$ cat src/rtl/keypad_pkg.sv
// rtl/keypad_pkg.sv - shared types, constants and code formula for the keypad scanner
package keypad_pkg;

    localparam int KEY_CODE_W = 8;
    localparam logic [KEY_CODE_W-1:0] KEY_NONE = 8'h00;

    typedef enum logic [1:0] {
        ST_IDLE = 2'd0,
        ST_CAND = 2'd1,
        ST_HELD = 2'd2
    } deb_state_t;

    // Code 0 is reserved for "no key", so codes start at 1.
    function automatic logic [KEY_CODE_W-1:0] key_code_of(input int col_i, input int row_i,
                                                          input int num_rows);
        return KEY_CODE_W'(col_i * num_rows + row_i + 1);
    endfunction

endpackage

$ cat src/rtl/key_fifo.sv
// rtl/key_fifo.sv - synchronous FIFO holding debounced key codes
module key_fifo #(
    parameter int WIDTH = 8,
    parameter int DEPTH = 4
) (
    input  logic             clk,
    input  logic             reset,
    input  logic             push,
    input  logic [WIDTH-1:0] push_data,
    input  logic             pop,
    output logic             full,
    output logic             empty,
    output logic [WIDTH-1:0] head
);

    localparam int PW = $clog2(DEPTH);

    logic [WIDTH-1:0] mem [DEPTH];
    logic [PW-1:0]    wr_ptr;
    logic [PW-1:0]    rd_ptr;
    logic [PW:0]      count;
    logic             do_push;
    logic             do_pop;

    assign full    = (count == (PW+1)'(DEPTH));
    assign empty   = (count == '0);
    assign head    = mem[rd_ptr];
    // A full FIFO still accepts a push when the head leaves on the same edge.
    assign do_pop  = pop && !empty;
    assign do_push = push && (!full || do_pop);

    // Pointer and occupancy bookkeeping.
    always_ff @(posedge clk) begin
        if (!reset) begin
            wr_ptr <= '0;
            rd_ptr <= '0;
            count  <= '0;
        end else begin
            if (do_push) wr_ptr <= wr_ptr + 1'b1;
            if (do_pop)  rd_ptr <= rd_ptr + 1'b1;
            case ({do_push, do_pop})
                2'b10:   count <= count + 1'b1;
                2'b01:   count <= count - 1'b1;
                default: count <= count;
            endcase
        end
    end

    // Storage array; contents are don't-care until written.
    always_ff @(posedge clk) begin
        if (do_push) mem[wr_ptr] <= push_data;
    end

endmodule

$ cat src/rtl/keypad_scanner.sv
// rtl/keypad_scanner.sv - matrix keypad scanner with frame debounce and key-code FIFO
module keypad_scanner
    import keypad_pkg::*;
#(
    parameter int NUM_ROWS   = 4,
    parameter int NUM_COLS   = 4,
    parameter int SCAN_DIV   = 100000,
    parameter int DEBOUNCE   = 4,
    parameter int FIFO_DEPTH = 4
) (
    input  logic                  clk,
    input  logic                  reset,
    output logic [NUM_COLS-1:0]   col,
    input  logic [NUM_ROWS-1:0]   row,
    output logic [KEY_CODE_W-1:0] key_code,
    output logic                  key_valid,
    input  logic                  key_read_ack,
    output logic                  overflow,
    input  logic                  clear_overflow
);

    localparam int CW = $clog2(SCAN_DIV);
    localparam int IW = (NUM_COLS > 1) ? $clog2(NUM_COLS) : 1;
    localparam int DW = $clog2(DEBOUNCE + 1);

    logic [CW-1:0]         dwell_cnt;
    logic [IW-1:0]         col_idx;
    logic [NUM_COLS-1:0]   col_q;
    logic [KEY_CODE_W-1:0] acc;
    logic [KEY_CODE_W-1:0] col_low;
    logic [KEY_CODE_W-1:0] merged;
    logic [KEY_CODE_W-1:0] frame_code;
    logic                  frame_done;
    logic                  sample;
    logic                  last_col;

    deb_state_t            state, state_n;
    logic [KEY_CODE_W-1:0] cand, cand_n;
    logic [DW-1:0]         cnt, cnt_n;
    logic [DW-1:0]         rel, rel_n;
    logic                  push;
    logic                  pop;
    logic                  fifo_full;
    logic                  fifo_empty;
    logic [KEY_CODE_W-1:0] fifo_head;

    assign sample   = (dwell_cnt == CW'(SCAN_DIV - 1));
    assign last_col = (col_idx == IW'(NUM_COLS - 1));
    assign col      = col_q;

    // Lowest pressed row in the driven column; scanning high to low lets the lowest win.
    always_comb begin
        col_low = KEY_NONE;
        for (int r = NUM_ROWS - 1; r >= 0; r--) begin
            if (!row[r]) col_low = key_code_of(int'(col_idx), r, NUM_ROWS);
        end
    end

    // Columns are visited in rising order, so the first code seen in a frame is the lowest.
    assign merged = (acc != KEY_NONE) ? acc : col_low;

    // Dwell counter, column rotation and per-frame accumulation of the lowest code.
    always_ff @(posedge clk) begin
        if (!reset) begin
            dwell_cnt  <= '0;
            col_idx    <= '0;
            col_q      <= ~NUM_COLS'(1);
            acc        <= KEY_NONE;
            frame_code <= KEY_NONE;
            frame_done <= 1'b0;
        end else begin
            frame_done <= 1'b0;
            if (sample) begin
                dwell_cnt <= '0;
                if (last_col) begin
                    col_idx    <= '0;
                    col_q      <= ~NUM_COLS'(1);
                    acc        <= KEY_NONE;
                    frame_code <= merged;
                    frame_done <= 1'b1;
                end else begin
                    col_idx <= col_idx + 1'b1;
                    col_q   <= ~(NUM_COLS'(1) << (col_idx + 1'b1));
                    acc     <= merged;
                end
            end else begin
                dwell_cnt <= dwell_cnt + 1'b1;
            end
        end
    end

    // Debounce state register.
    always_ff @(posedge clk) begin
        if (!reset) begin
            state <= ST_IDLE;
            cand  <= KEY_NONE;
            cnt   <= '0;
            rel   <= '0;
        end else begin
            state <= state_n;
            cand  <= cand_n;
            cnt   <= cnt_n;
            rel   <= rel_n;
        end
    end

    // Debounce next state, advanced once per committed frame result.
    always_comb begin
        state_n = state;
        cand_n  = cand;
        cnt_n   = cnt;
        rel_n   = rel;
        if (frame_done) begin
            case (state)
                ST_IDLE: begin
                    if (frame_code != KEY_NONE) begin
                        cand_n  = frame_code;
                        cnt_n   = DW'(1);
                        rel_n   = '0;
                        state_n = (DEBOUNCE == 1) ? ST_HELD : ST_CAND;
                    end
                end
                ST_CAND: begin
                    if (frame_code == KEY_NONE) begin
                        state_n = ST_IDLE;
                    end else if (frame_code == cand) begin
                        cnt_n = cnt + 1'b1;
                        if (cnt_n == DW'(DEBOUNCE)) begin
                            state_n = ST_HELD;
                            rel_n   = '0;
                        end
                    end else begin
                        cand_n = frame_code;
                        cnt_n  = DW'(1);
                    end
                end
                ST_HELD: begin
                    if (frame_code == cand) begin
                        rel_n = '0;
                    end else begin
                        rel_n = rel + 1'b1;
                        if (rel_n == DW'(DEBOUNCE)) state_n = ST_IDLE;
                    end
                end
                default: state_n = ST_IDLE;
            endcase
        end
    end

    // Debounce output: a push on the frame that confirms a press.
    always_comb begin
        push = 1'b0;
        if (frame_done && frame_code != KEY_NONE) begin
            if (state == ST_IDLE && DEBOUNCE == 1) push = 1'b1;
            if (state == ST_CAND && frame_code == cand && cnt == DW'(DEBOUNCE - 1)) push = 1'b1;
        end
    end

    assign pop = key_read_ack && !fifo_empty;

    key_fifo #(
        .WIDTH (KEY_CODE_W),
        .DEPTH (FIFO_DEPTH)
    ) u_fifo (
        .clk       (clk),
        .reset     (reset),
        .push      (push),
        .push_data (frame_code),
        .pop       (pop),
        .full      (fifo_full),
        .empty     (fifo_empty),
        .head      (fifo_head)
    );

    assign key_valid = !fifo_empty;
    assign key_code  = fifo_empty ? KEY_NONE : fifo_head;

    // Sticky drop flag; a fresh drop wins over a simultaneous clear.
    always_ff @(posedge clk) begin
        if (!reset) begin
            overflow <= 1'b0;
        end else if (push && fifo_full && !pop) begin
            overflow <= 1'b1;
        end else if (clear_overflow) begin
            overflow <= 1'b0;
        end
    end

endmodule

$ cat config.mk
export PLATFORM = sky130hd
export DESIGN_NAME = keypad_scanner
export DESIGN_NICKNAME = d
export VERILOG_FILES = /design/src/rtl/keypad_pkg.sv /design/src/rtl/key_fifo.sv /design/src/rtl/keypad_scanner.sv
export SDC_FILE = /design/constraint.sdc
export NUM_CORES = 1
export LEC_CHECK = 0
export ABC_CLOCK_PERIOD_IN_PS = 8300
export CORE_MARGIN = 2
export CORE_UTILIZATION = 45
export CTS_CLUSTER_DIAMETER = 120
export CTS_CLUSTER_SIZE = 30
export DETAILED_ROUTE_END_ITERATION = 10
export SYNTH_ARGS = -nofsm -noshare
export SYNTH_HDL_FRONTEND = slang
export SYNTH_SLANG_ARGS = --single-unit
$ cat constraint.sdc
create_clock -name clk -period 8.3 [get_ports clk]
set_input_delay 2.075 -clock clk [delete_from_list [all_inputs] [get_ports clk]]
set_output_delay 2.075 -clock clk [all_outputs]
set_load 0.005 [all_outputs]
==> results, run 1 <==
- The flow ran to the end, and the final reports show no timing, DRC or antenna violations.
- The sort of element at the end of the critical path is a primary output.
- The share of the Yosys chip area taken by registers is 0.5352.
- Port buffering added 21 buffers.
- The slowest library cell on the worst path is sky130_fd_sc_hd__dfxtp_1.
- CTS built an H-tree with a depth of 3.
- The chip width is 101.3 µm.
- The via count is 2754.
- The flop-to-flop setup slack is 5.46 ns.
- Row generation in the floorplan step produced 35 rows.
- The signal on the critical path passes through mux4_2 > and2_1 > clkdlybuf4s50_1.
- The slew at the pin closest to its max-slew limit is 0.8331 ns.
- In the global route stage, met1 resource usage came out at 0.2083.
- The mapped netlist covers 4264 µm².
- Leaving out fill and tap cells, the most frequent cell in the layout is sky130_fd_sc_hd__dfxtp_1.
- Counting the buffers created by CTS gives 9.
- The clock period could shrink to 4.291 ns.
- In this design, the stage delay of the slowest critical-path cell is 0.66 ns.
- The initial utilization of the core area, before any placement, comes to 0.4637.
- The standard cell area after detailed placement is 4573 µm².
- At the worst endpoint, the arrival time is 2.22 ns.
- The clock tree root driver cell is sky130_fd_sc_hd__clkbuf_8.
- The TritonCTS clock tree is built.
- 22 I/O pins were placed.
- For this run, global-route usage on met2 was measured as 0.2588.
- The total power density per cell area is 168.6 nW/µm².
- The share of cells above drive strength 1 is 0.07299.
- The routability-driven placement congestion ratio is 0.7766.
- In the finished design, the share of the clock period the worst path needs comes to 0.5170.
- The setup skew after layout is 0.01004 ns.
- The layout filler cell count is 850.
- The launch instance of the worst register-to-register path is frame_code[5].
- The number of antenna-violating nets in the routed design is 0.
- The gate count after technology mapping is 384.
- The detail-routed net length per standard cell is 14.22 µm.
- The remaining max-slew budget at the tightest pin is 0.4412.
- For this run, the top clock speed supported by timing is 233.1 MHz.
- Broken down by cell family, the worst path's largest delay share belongs to flip-flops.
- The clock reaches the later pin of the worst-skew pair after 0.35 ns.
- The number of inserted diodes is 0.
- In the routed layout, each cell is associated on average with a via count of 5.276.
- The HPWL after detailed placement is 5226 µm.
- The top fanout value on the critical path is 8.
- The yosys synthesis warning count is 0.
- The path category of the worst min-delay check is reg2reg.
- The overall global routing resource usage is 0.1580.
- In this run the standard cell core region covers 9196 µm².
- The static leakage is 1.768 nW.
- The count of final setup violators is 0.
- The height of the die is 101.3 µm.
- The wire length after detailed routing is 7424 µm.
- At the worst endpoint, the required time is 6.23 ns.
- The count of flip-flops with a built-in enable after synthesis is 32.
- The number of DRC markers after the initial detailed-route iteration is 131.
- The endpoint of the worst setup timing path is key_code[3].
- The quantity of gates resized following cts is 0.
- The async set-reset flop share out of synthesis is 0.
- Clock tree synthesis found a total of 98 sinks.
- The worst setup path is of the reg2out kind.
- The met3 capacity usage during global routing is 0.02968.
- The depth of the worst hold-timing path is 2.
- The initial antenna violation count is 0.
- The depth of the worst register-to-register path is 11.
- The tool flagged a number of max-cap violations equal to 0.
- The accumulated negative setup slack is 0 ns.
- The dominant register cell in the synthesized netlist is sky130_fd_sc_hd__dfxtp_1.
- In the layout the commonest cells are sky130_fd_sc_hd__dfxtp_1, sky130_fd_sc_hd__nor2_1, sky130_fd_sc_hd__edfxtp_1.
- Setup repair after global routing left no endpoint under its margin.
- At the end of the flow, the number of nets in the layout was 431.
- The launching element type of the critical path is a flip-flop.
- The total count of hold-check failures in the final report was 0.
- Summing all non-filler instances in the final layout gives an area of 4763 µm².
- After detailed routing, the number of remaining DRC violations is 0.
- After synthesis the netlist holds a flip-flop and latch count of 98.
- Yosys mapped the design onto 48 distinct sky130hd cell types.
- The path length in cells of the critical path is 3.
- For this run, the detailed router's first-pass iteration total came to 4.
- The number of global-route vias before repair is 2667.
- The largest voltage drop on the vdd net is 86.78 µV.
- The longest clock path from root to sink contains 2 buffers.
- The quantity of hold-fixing buffers added after cts is 0.
- The wire length of the first global-routing pass is 12700 µm.
- A synthesized cell averages 11.10 µm².
- Together, buffers and inverters on the worst path number 1.
- The largest net degree at the start of global routing is 29.
- In this run the critical register-to-register path is captured at u_fifo.count[2].
- Clock-pin slew was measured on the worst setup and hold paths at 0.08 ns.
- After global routing the overflow that remains totals 0.
- After clock tree synthesis, the setup repair step added 0 buffers.
- The post-synth net total is 409.
- The final-report max-slew violation count is 0.
- The busiest metal layer after global routing is met2.
- The die covers 10270 µm².
- From synthesis to final layout, the design area changed by 11.71%.
layer usage:
metal	part of all wire	vias to the layer above
li1	-	1405
met1	0.49	1299
met2	0.48	42
met3	0.025	8
met4	0.012	0
met5	0	-
worst register-to-register path, stage by stage (launching register included):
cell and delay [ns]:
sky130_fd_sc_hd__dfxtp_1 0.50, sky130_fd_sc_hd__xor2_1 0.15, sky130_fd_sc_hd__nor4_4 0.55, sky130_fd_sc_hd__nand4_4 0.22
sky130_fd_sc_hd__nor2_2 0.30, sky130_fd_sc_hd__inv_1 0.07, sky130_fd_sc_hd__ha_1 0.20, sky130_fd_sc_hd__inv_1 0.08
sky130_fd_sc_hd__fa_1 0.18, sky130_fd_sc_hd__xor2_1 0.07, sky130_fd_sc_hd__or3_1 0.30, sky130_fd_sc_hd__a21oi_1 0.13
how the worst min path moves through the flow:
stage	from	end	slack (ns)
2_1_floorplan	dwell_cnt[0]	dwell_cnt[0]	0.42
3_3_place_gp	dwell_cnt[0]	dwell_cnt[0]	0.43
3_5_place_dp	col[0]	col[0]	0.45
4_1_cts	col[0]	col[0]	0.47
5_1_grt	overflow	overflow	0.50
6_report	col[0]	col[0]	0.47
state kept, by name (all words and copies together) (netlist names), named ones only:
register,count
acc,8
cand,8
cnt,3
col,4
col_idx,2
dwell_cnt,17
frame_code,8
frame_done,1
overflow,1
rel,3
state,2
u_fifo.count,3
u_fifo.mem,32
u_fifo.rd_ptr,2
u_fifo.wr_ptr,2
cells in the mapped netlist (6+ instances only):
cell type	count	area [µm²]
sky130_fd_sc_hd__nand2_1	29	108.9
sky130_fd_sc_hd__nand3_1	10	50.05
sky130_fd_sc_hd__mux4_2	8	180.2
sky130_fd_sc_hd__inv_1	16	60.06
sky130_fd_sc_hd__edfxtp_1	32	960.9
sky130_fd_sc_hd__clkbuf_1	8	30.03
sky130_fd_sc_hd__nand4_1	6	37.54
sky130_fd_sc_hd__and2_1	18	112.6
sky130_fd_sc_hd__nor4_1	6	37.54
sky130_fd_sc_hd__nor2_1	45	168.9
sky130_fd_sc_hd__xnor2_1	10	87.58
sky130_fd_sc_hd__dfxtp_1	66	1321
sky130_fd_sc_hd__nor3_1	6	30.03
sky130_fd_sc_hd__a21oi_1	14	70.07
sky130_fd_sc_hd__ha_1	16	200.2
sky130_fd_sc_hd__xor2_1	18	157.7
sky130_fd_sc_hd__mux2i_1	10	100.1
cell type report:
cell class | count | area [µm²] | share of cell area
sequential | 98 | 2282 | 0.4791
clock inverter | 5 | 55.05 | 0.01156
multi-input combinational | 259 | 1878 | 0.3943
clock buffer | 11 | 135.1 | 0.02837
inverter | 17 | 63.81 | 0.01340
tap | 111 | 138.9 | 0.02916
timing repair buffer | 21 | 210.2 | 0.04413
power by group:
group / switching (W) / internal, W / leakage, nW
Sequential: 0.000000899 / 0.000492 / 0.870
Combinational: 0.00000816 / 0.00000520 / 0.803
Clock: 0.000154 / 0.000143 / 0.0948
metrics by stage:
step           total power [W]  utilization  worst slack [ns]  hold slack (ns)  std cells
4_1_cts              0.0008146       0.5180             3.941           0.4743        522
3_3_place_gp         0.0005176       0.4973             3.706           0.4348        506
5_1_grt              0.0008335       0.5180             3.828           0.4994        522
6_report             0.0008032       0.5180             4.009           0.4678        522
2_1_floorplan        0.0005117            -             4.195           0.4176        384
3_5_place_dp         0.0005179       0.4973             3.675           0.4527        506
kinds of logic after synthesis:
logic type               after synthesis  synth area share
XOR/XNOR                              28           0.05751
flip-flops                            98            0.5352
AO/OA/AOI/OAI                         47           0.07864
buffers and inverters                 27           0.02435
multiplexers                          18           0.06573
AND/OR/NAND/NOR                      149            0.1869
adder cells (fa/ha/maj)               17           0.05164
Note: power is estimated with default switching activity, not from simulation.
==> run 2, diff against run 1 <==
- ABC_CLOCK_PERIOD_IN_PS: 8300 -> 4400
- clock period: 8.3 -> 4.4 ns (I/O delays scaled with it)
==> run 2 against run 1 <==
Against the previous run: core utilization up 0.18 points; sequential power up 89%; routed wire length down 0.57%; clock-buffer cell count down 1; final cell count up 0.38%; non-clock buffer count up 2; clock skew down 0.00051 ns; global-route usage down 0.23 points; critical path type unchanged; largest cell class unchanged.
==> results, run 2 (synthesized netlist as in run 1, its figures left out) <==
- The share of cells above drive strength 1 is 0.08232 (was 0.07299).
- The slew at the pin closest to its max-slew limit came to 0.6828 ns (was 0.8331 ns).
- The slowest library cell on the worst path is sky130_fd_sc_hd__dfxtp_1 (unchanged).
- The remaining max-slew budget at the tightest pin came to 0.5406 (was 0.4412).
- The clock tree root driver cell was sky130_fd_sc_hd__clkbuf_8 (unchanged).
- The height of the die is 101.3 µm (unchanged).
- The total clock sinks is 98 (unchanged).
- The total power density per cell area is 317.6 nW/µm² (was 168.6 nW/µm²).
- The chip width is 101.3 µm (unchanged).
- The via count is 2736 (was 2754).
- The total power came to 0.001518 W (was 0.0008032 W).
- Most used cells in the layout excluding fill and tap cells: sky130_fd_sc_hd__dfxtp_1, sky130_fd_sc_hd__nor2_1, sky130_fd_sc_hd__edfxtp_1 (unchanged).
- The kind of critical path is reg2out (unchanged).
- The setup skew after layout came to 0.009533 ns (was 0.01004 ns).
- The number of global-route vias before repair is 2571 (was 2667).
- The TritonCTS clock tree is built (unchanged).
- The quantity of gates resized following cts is 0 (unchanged).
- The initial standard-cell utilization of the core was 0.4637 (unchanged).
- The total count of hold-check failures in the final report is 0 (unchanged).
- The largest register by flop count was u_fifo.mem (unchanged).
- The standard cell area after detailed placement is 4588 µm² (was 4573 µm²).
- The number of flip-flops in the largest register was 32 (unchanged).
- Series of cell instances along the critical path: mux4_2 > and2_1 > clkdlybuf4s50_1 (unchanged).
- The largest net degree at the start of global routing was 19 (was 29).
- The relative area change from synthesis to final layout is 12.09% (was 11.71%).
- The top fanout value on the critical path is 8 (unchanged).
- The number of inserted diodes is 0 (unchanged).
- The share of the clock period used by the worst path is 0.7525.
- The number of buffer and inverter instances along the worst setup path is 1 (unchanged).
- The area of all placed cells without fillers was 4780 µm² (was 4763 µm²).
- The initial antenna violation count was 0 (unchanged).
- The area of the die is 10270 µm² (unchanged).
- The worst hold slack after final layout came to 0.4544 ns (was 0.4678 ns).
- The wire length after detailed routing is 7382 µm (was 7424 µm).
- The fmax is 302.0 MHz.
- The sort of element at the end of the critical path is a primary output (unchanged).
- The arrival time at the worst endpoint is 2.21 ns (was 2.22 ns).
- The number of port buffers is 21 (unchanged).
- The path category of the worst min-delay check is reg2reg (unchanged).
- Outcome: finished clean (unchanged).
- The data required time of the worst path is 3.30 ns (was 6.23 ns).
- The I/O pin count is 22 (unchanged).
- The count of final setup violators is 0 (unchanged).
- The number of rows in the core area came to 35 (unchanged).
- The final-report max-slew violation count was 0 (unchanged).
- The detail-routed net length per standard cell is 14.09 µm (was 14.22 µm).
- The post-CTS setup-driven buffer insertion count is 0 (unchanged).
- The category of cells accounting for the largest share of critical-path delay is flip-flops (unchanged).
- The wire length of the first global-routing pass came to 12520 µm (was 12700 µm).
- The launching element type of the critical path is a flip-flop (unchanged).
- Subtracting the final worst setup slack from the clock period gives 3.311 ns.
- The largest voltage drop on the vdd net was 193.0 µV (was 86.78 µV).
- The most frequent standard cell in the layout excluding fill and tap cells is sky130_fd_sc_hd__dfxtp_1 (unchanged).
- The maximum level of the CTS H-tree came to 3 (unchanged).
- The routability-driven placement congestion ratio came to 0.7970 (was 0.7766).
- The iteration count of the initial detailed-routing pass came to 4 (unchanged).
- Setup repair after global routing missed its margin: no (unchanged).
- Largest registers: u_fifo.mem: 32 flops, dwell_cnt: 17 flops (unchanged).
- The clock input transition at the sequential cells of the worst setup and hold paths came to 0.09 ns (was 0.08 ns).
- The static leakage came to 1.781 nW (was 1.768 nW).
- The accumulated negative setup slack came to 0 ns (unchanged).
- The stage delay of the slowest cell on the critical path is 0.67 ns (was 0.66 ns).
- The number of buffers inserted during clock tree synthesis is 9 (unchanged).
- The total number of nets in the final design is 433 (was 431).
- The core area is 9196 µm² (unchanged).
- The remaining routing DRC violations is 0 (unchanged).
- The vias per cell came to 5.221 (was 5.276).
- The overall global routing resource usage came to 0.1557 (was 0.1580).
- The max-cap check violation count is 0 (unchanged).
- The residual overflow from global routing is 0 (unchanged).
- The number of DRC markers after the initial detailed-route iteration was 85 (was 131).
- The clock latency reported for the late side of the worst-skew pair came to 0.36 ns (was 0.35 ns).
- The number of antenna-violating nets in the routed design is 0 (unchanged).
- The maximum buffer depth of the clock tree is 2 (unchanged).
- The quantity of hold-fixing buffers added after cts is 0 (unchanged).
- The total half-perimeter wirelength after legalization and detailed placement is 5133 µm (was 5226 µm).
[run 2: per-layer routing]
metal  GRT usage  vias up  part of all wire
li1            -     1403                 -
met1      0.2089     1290              0.49
met2      0.2491       34              0.46
met3     0.03658        9             0.036
met4     0.05301        0             0.015
met5           0        -                 0
[run 2: worst paths after layout]
| path | endpoint | startpoint | cells past startpoint | slack, ns |
|---|---|---|---|---|
| setup / recovery | key_code[2] | flip-flop | 3 | 1.09 |
| hold / removal | dwell_cnt[0] | dwell_cnt[0] | 1 | 0.45 |
| setup reg to reg | u_fifo.count[2] | frame_code[1] | 11 | 1.57 |
| hold reg to reg | dwell_cnt[0] | dwell_cnt[0] | 1 | 0.45 |
[run 2: metrics by stage]
step                worst slack [ns]  std cells    util
finish                         1.089        524  0.5197
global route                  0.9329        524  0.5197
CTS                            1.023        524  0.5197
detailed placement            0.7714        508  0.4989
global placement              0.8124        508  0.4989
floorplan                      1.270        384       -
[run 2: report_power, final]
part / internal, W / total [W] / switching [W] / leakage, nW
combinational: 0.0000110 / 0.0000266 / 0.0000156 / 0.813
clock: 0.000234 / 0.000561 / 0.000328 / 0.0977
sequential: 0.000929 / 0.000930 / 0.00000159 / 0.870
total: 0.00117 / 0.00152 / 0.000345 / 1.78
[run 2: cell type report]
cell class | count | area [µm²]
flip-flops and latches | 98 | 2282
repair buffers | 23 | 225.2
inverters | 17 | 63.81
well taps | 111 | 138.9
clock inverters | 6 | 53.80
fillers | 839 | 4417
clock buffers | 10 | 137.6
multi-input cells | 259 | 1878
